==> config.mk <==
export PLATFORM = sky130hd
export DESIGN_NAME = int_ctrl
export DESIGN_NICKNAME = d
export VERILOG_FILES = /design/src/rtl/int_ctrl_pkg.sv /design/src/rtl/int_sync.sv /design/src/rtl/int_ctrl.sv
export SDC_FILE = /design/constraint.sdc
export NUM_CORES = 1
export LEC_CHECK = 0
export ABC_CLOCK_PERIOD_IN_PS = 2850
export CORE_MARGIN = 3
export CORE_UTILIZATION = 47
export CTS_CLUSTER_DIAMETER = 150
export DETAILED_ROUTE_END_ITERATION = 8
export GPL_TIMING_DRIVEN = 1
export HOLD_SLACK_MARGIN = 0.15
export PLACE_DENSITY_LB_ADDON = 0.15
export SLEW_MARGIN = 40
export SYNTH_ARGS = -nofsm -noshare
export SYNTH_HDL_FRONTEND = slang
export SYNTH_SLANG_ARGS = --single-unit
==> constraint.sdc <==
create_clock -name clk -period 2.85 [get_ports clk]
set_input_delay 0.57 -clock clk [delete_from_list [all_inputs] [get_ports clk]]
set_output_delay 0.57 -clock clk [all_outputs]
set_load 0.005 [all_outputs]
==> src/rtl/int_ctrl_pkg.sv <==
// Shared constants for the interrupt controller: register word indices and the
// default source count (matches the CP0 HWInt width).
package int_ctrl_pkg;

    localparam int N_SRC_DEF = 6;

    typedef enum logic [2:0] {
        REG_PEND  = 3'd0,
        REG_MASK  = 3'd1,
        REG_MODE  = 3'd2,
        REG_POL   = 3'd3,
        REG_INSVC = 3'd4,
        REG_CLAIM = 3'd5,
        REG_EOI   = 3'd6
    } reg_idx_e;

    localparam logic [31:0] CLAIM_VALID = 32'h8000_0000;

endpackage

==> src/rtl/int_sync.sv <==
// One interrupt source: polarity correction, two-flop synchronizer and
// rising-edge detect on the synchronized level.
module int_sync (
    input  logic clk,
    input  logic reset,
    input  logic irq,
    input  logic pol,
    output logic lvl,
    output logic rise
);

    logic s1, s2, prev;

    always_ff @(posedge clk or negedge reset) begin
        if (!reset) begin
            s1   <= 1'b0;
            s2   <= 1'b0;
            prev <= 1'b0;
        end else begin
            s1   <= irq ^ pol;
            s2   <= s1;
            prev <= s2;
        end
    end

    assign lvl  = s2;
    assign rise = s2 & ~prev;

endmodule

==> src/rtl/int_ctrl.sv <==
// Prioritised interrupt controller with nesting: per-source sync/edge detect,
// PEND/MASK/MODE/POL/INSVC register file, claim/EOI and registered HWInt.
module int_ctrl
    import int_ctrl_pkg::*;
#(
    parameter int N_SRC = N_SRC_DEF
) (
    input  logic              clk,
    input  logic              reset,
    input  logic [N_SRC-1:0]  irq_in,
    input  logic [2:0]        addr,
    input  logic              we,
    input  logic [31:0]       wdata,
    output logic [31:0]       rdata,
    output logic [N_SRC-1:0]  HWInt
);

    logic [N_SRC-1:0] pend, mask, mode, pol, insvc;
    logic [N_SRC-1:0] lvl, rise;
    logic [N_SRC-1:0] allow, elig, claim_hit, eoi_hit, pend_nxt;
    logic             wr_pend, wr_mask, wr_mode, wr_pol, wr_claim, wr_eoi;
    logic             cand_vld;
    logic [2:0]       cand_id;

    for (genvar gi = 0; gi < N_SRC; gi++) begin : g_src
        int_sync u_sync (
            .clk  (clk),
            .reset(reset),
            .irq  (irq_in[gi]),
            .pol  (pol[gi]),
            .lvl  (lvl[gi]),
            .rise (rise[gi])
        );
    end

    assign wr_pend  = we && (addr == REG_PEND);
    assign wr_mask  = we && (addr == REG_MASK);
    assign wr_mode  = we && (addr == REG_MODE);
    assign wr_pol   = we && (addr == REG_POL);
    assign wr_claim = we && (addr == REG_CLAIM);
    assign wr_eoi   = we && (addr == REG_EOI);

    // allow[i]: nothing at index <= i is in service, i.e. i is below the threshold
    always_comb begin : p_allow
        logic blocked;
        blocked = 1'b0;
        allow   = '0;
        for (int i = 0; i < N_SRC; i++) begin
            blocked  = blocked | insvc[i];
            allow[i] = ~blocked;
        end
    end

    assign elig = pend & mask & allow;

    always_comb begin
        cand_vld = 1'b0;
        cand_id  = '0;
        for (int i = N_SRC - 1; i >= 0; i--) begin
            if (elig[i]) begin
                cand_vld = 1'b1;
                cand_id  = 3'(i);
            end
        end
    end

    always_comb begin
        claim_hit = '0;
        eoi_hit   = '0;
        for (int i = 0; i < N_SRC; i++) begin
            claim_hit[i] = wr_claim && (wdata == 32'(i)) && elig[i];
            eoi_hit[i]   = wr_eoi   && (wdata == 32'(i)) && insvc[i];
        end
    end

    // Edge sources hold until W1C or claim, with a new edge winning; level
    // sources simply track the synchronized line.
    always_comb begin
        pend_nxt = '0;
        for (int i = 0; i < N_SRC; i++) begin
            if (mode[i])
                pend_nxt[i] = rise[i] | (pend[i] & ~(wr_pend & wdata[i]) & ~claim_hit[i]);
            else
                pend_nxt[i] = lvl[i];
        end
    end

    always_ff @(posedge clk or negedge reset) begin
        if (!reset) begin
            pend  <= '0;
            mask  <= '0;
            mode  <= '0;
            pol   <= '0;
            insvc <= '0;
            HWInt <= '0;
        end else begin
            pend  <= pend_nxt;
            if (wr_mask) mask <= wdata[N_SRC-1:0];
            if (wr_mode) mode <= wdata[N_SRC-1:0];
            if (wr_pol)  pol  <= wdata[N_SRC-1:0];
            insvc <= (insvc | claim_hit) & ~eoi_hit;
            HWInt <= elig;
        end
    end

    always_comb begin
        rdata = '0;
        case (addr)
            REG_PEND:  rdata[N_SRC-1:0] = pend;
            REG_MASK:  rdata[N_SRC-1:0] = mask;
            REG_MODE:  rdata[N_SRC-1:0] = mode;
            REG_POL:   rdata[N_SRC-1:0] = pol;
            REG_INSVC: rdata[N_SRC-1:0] = insvc;
            REG_CLAIM: rdata = cand_vld ? (CLAIM_VALID | {29'b0, cand_id}) : '0;
            default:   rdata = '0;
        endcase
    end

endmodule
=== Word-level counts from Yosys, hierarchy flattened ===
Index checks and enable logic that the tools add are counted.

* Reductions and logical operators: 32
* Muxes and demuxes: 21
* Eq/ne operators: 11
* Bitwise operators: 70

{| class="wikitable"
|+ Operators by type and width
! operator !! count
|-
| $eq 32x2->1 const B || 2
|-
| $eq 32x3->1 const B || 2
|-
| $pmux 6 s6 || 1
|-
| $eq 32x1->1 const B || 1
|-
| $logic_not 32->1 || 1
|-
| $mux 32 || 1
|-
| $logic_and 1x1->1 || 30
|-
| $mux 26 || 1
|-
| $and 1x1->1 || 24
|-
| $not 1->1 || 24
|-
| $and 6x6->6 || 3
|-
| $mux 3 || 6
|-
| $mux 1 || 12
|-
| $or 1x1->1 || 11
|-
| $eq 3x3->1 const B || 3
|-
| $eq 3x2->1 const B || 2
|-
| $not 6->6 || 1
|-
| $or 6x6->6 || 1
|-
| $xor 1x1->1 || 6
|-
| $eq 3x1->1 const B || 1
|-
| $logic_not 3->1 || 1
|}

* Output and inout bits: 38
* Logic and storage cells: 158
* Bits in registers: 54

=== Logic depth before layout (Yosys ltp) ===
* Word-level depth: 15
* Depth in mapped cells: 7
* Depth with buffers taken out: 6

=== Cells and area by module ===
Synthesis repeated with hierarchy kept, for this count alone.

* Cells, all modules: 252
* Area total of the unflattened synthesis: 2757.6 µm²

{| class="wikitable"
|+ By module, submodules not included
! module !! seq. area each (µm²) !! times used !! cells an instance !! area an instance (µm²)
|-
| int_ctrl || 900.9 || 1 || 222 || 2217.1
|-
| int_sync || 75.1 || 6 || 5 || 90.1
|}

=== Worst setup path after synthesis ===
Ideal clock, no wire load.

* Path kind: in2out
* From: input port addr[0]
* To: output port rdata[0]
* Slack: 467 ps
* Path buffers: 2
* Arrival: 1813 ps
* Stages on the path: 5
* Path through: clkbuf_1 > buf_2 > mux4_2 > o21ai_0 > o31ai_1

* Cells in the longest elaborated chain, start to end: 2
* Elaborated cells between the ends (all ways): 7

{| class="wikitable"
|+ Ends and longest elaborated chain
! what !! line !! source
|-
| start: declaration || int_ctrl.sv:11 || <nowiki>input logic [2:0] addr,</nowiki>
|-
| $eq 3x3->1 (tied with other cells) || int_ctrl.sv:108 || <nowiki>case (addr)</nowiki>
|-
| $pmux 6 s6 * || int_ctrl.sv:108 ||
|-
| end: declaration || int_ctrl.sv:14 || <nowiki>output logic [31:0] rdata,</nowiki>
|}

Every way passes the cells marked *; elsewhere a longest branch is shown, timed or not.

=== Worst setup path in the final report ===
* From: input port addr[2]
* To: output port rdata[5]

Same word-level chain as after synthesis.

==> qor.txt <==
Status = completed
Post-synth top area share = 50.6%
Count leader, synth = dfrtp_1
Worst-margin pin slew = 0.661 ns
Vias = 2,130
Chip Width = 81.4 µm
Sequential area share after synthesis = 50.6%
Area added between synthesis and finish = 34.2%
Final net count = 370
Distinct cells, synth = 40
Core Util, Final = 67.6%
Number of clock sinks = 54
First-pass GRT wire length = 10.3 mm
Post-synth EDFFs = 0
Synth cell count leaders = dfrtp_1 (54), buf_4 (25), nand2_1 (24), mux2_2 (17)
Maxcap violations = 0
Critical path origin = addr[2]
Cts hold-fix bufs = 0
CP Capture Type = output port
WHS = 0.357 ns
Largest cells by area after synthesis = dfrtp_1 (51%), mux2_2 (7.2%), buf_4 (7.0%)
I/O pin count = 82
Worst path required time = 2.28 ns
Worst VDD drop = 0.351 mV
Hold Vio Cnt, Final = 0
DIE AREA = 6630 µm²
Tcrit/Tclk final = 96.5%
Worst Hold Class = reg -> reg
Remaining DRCs = 0
Ys flop type = dfrtp_1
R2R depth = 5
Slew Limit Fails = 0
Htree depth = 2
Final antenna-violating net count = 0
GRT Util Overall = 21.1%
Vias/cell = 5.37
Wire per inst = 15.8 µm
Grt total ovfl = 0
Layout cell share with drive strength beyond 1 = 23.5%
CTS Buffer Depth = 2
Pwr/cell area = 572 nW/µm²
Top achievable clock speed = 0.364 GHz
Dpl hpwl = 4.85 mm
Vias in the first global route = 2,105
Worst Setup EP = rdata[5]
Reg2reg end = pend[4]$_DFF_PN0_
Crit-path max FO = 8
Num rows = 26
Drt total wl = 6.29 mm
Mapped Cells = 240
Largest net degree at the start of global routing = 55
DRT Pass-1 Iters = 4
Initial antenna violation count = 0
Final worst path period need = 2.75 ns
Post-synth ARST share = 100%
Clk_lat worst skew = 0.30 ns
Post-synth top area cell = dfrtp_1
R2R setup slack = 0.92 ns
Worst Setup Start Kind = input pin
# setup viols final = 0
Reg-to-Reg Start = insvc[3]$_DFF_PN0_
Slew headroom = 55.9%
Die Ht = 81.4 µm
GP Congestion = 0.903
Arrival @ worst endpoint = 2.18 ns
Diode count = 0
Synthesized flop and latch total = 54
DRT iter0 DRCs = 197
Number of buffers created by CTS = 5
Core Area = 5300 µm²
Clock root buffer = clkbuf_8
Leakage power = 1.68 nW
WS Path Type = in -> out
Clock-pin slew on the worst setup and hold paths = 0.08 ns
Cell area after synthesis = 2670 µm²
I/O Buffers = 56
Avg Inst Size Synth = 11.1 µm²
CTS tree = yes
Hold Startpoint = g_src[3].u_sync.s1$_DFF_PN0_
Syn. warnings = 0
Clock Skew = 0.0101 ns
Initial Util = 50.4%
critical path: stages:
cell and delay (ns):
clkdlybuf4s50_1 0.67, buf_4 0.23, nor2b_1 0.06, a31o_2 0.21, clkdlybuf4s50_1 0.45
layout make-up:
type / count / area (µm²)
clock inverters: 3 / 18.8
multi-input cells: 171 / 1200
fillers: 420 / 1720
flip-flops and latches: 54 / 1350
well taps: 70 / 87.6
clock buffers: 5 / 68.8
repair buffers: 86 / 830
inverters: 8 / 30.0
state kept, by name (all words and copies together) (netlist names):
register	count
HWInt	6
g_src.u_sync.lvl	6
g_src.u_sync.prev	6
g_src.u_sync.s1	6
insvc	6
mask	6
mode	6
pend	6
pol	6
routing by layer:
layer  track usage, %  part of all wire, %  vias up
li1                 -                    -      996
met5                0                    0        -
met4             5.74                 0.84        0
met3             4.21                  9.9        5
met2             33.6                   47      116
met1             29.3                   42     1013
repair_timing:
action / 4_1_cts / 5_1_grt
setup endpoints to repair: 7 / 7
pin swaps: 1 / 5
cloned: 1 / 0
buffers inserted: 3 / 2
resized for setup: 8 / 9
placed cells by master, fill, tap and decap left out, types with 3 or more instances in the layout:
cell / instances
buf_4: 27
clkbuf_8: 5
nand2_1: 24
a21oi_1: 4
dfrtp_1: 54
nor2_1: 8
mux2_2: 17
a31oi_1: 5
xor2_1: 6
nor2b_1: 4
nor4_1: 5
nand4_1: 4
mux4_2: 6
inv_1: 8
clkdlybuf4s50_1: 48
nand3_1: 8
nand3b_1: 3
dlymetal6s2s_1: 4
a22o_1: 3
o21ai_0: 9
nor3_1: 7
conb_1: 25
nand2b_1: 4
stage by stage:
step | TNS, ns | std cells | setup WS, ns | area, µm² | power [mW]
4_1_cts | -0.338 | 395 | -0.170 | 3560 | 2.06
3_5_place_dp | -1.36 | 383 | -0.272 | 3400 | 1.63
3_3_place_gp | -1.18 | 383 | -0.244 | 3400 | 1.61
6_report | 0 | 397 | 0.0993 | 3590 | 2.05
5_1_grt | -0.0107 | 397 | -0.0107 | 3590 | 2.18
2_1_floorplan | 0 | 264 | 0.467 | 2760 | 1.36
report_power, final:
part	switching (mW)	internal, mW
Sequential	0.113	0.947
Combinational	0.234	0.338
Clock	0.247	0.173
Total	0.594	1.46
worst min path at each step:
stage,endpoint,slack [ns],cells past startpoint
2_1_floorplan,HWInt[0]$_DFF_PN0_,0.27,0
3_3_place_gp,g_src[0].u_sync.lvl$_DFF_PN0_,0.33,0
3_5_place_dp,g_src[1].u_sync.lvl$_DFF_PN0_,0.34,0
4_1_cts,g_src[4].u_sync.lvl$_DFF_PN0_,0.36,0
5_1_grt,g_src[4].u_sync.lvl$_DFF_PN0_,0.37,0
6_report,g_src[3].u_sync.lvl$_DFF_PN0_,0.36,0
kinds of logic after synthesis:
logic type	after synthesis	synth area share, %
flops	54	50.6
mux	23	12.2
compound gates	35	8.90
buf+inv	39	9.04
xor+xnor	6	1.97
simple gates	82	17.2
other cells	1	0.140
Note: power is estimated with default switching activity, not from simulation.
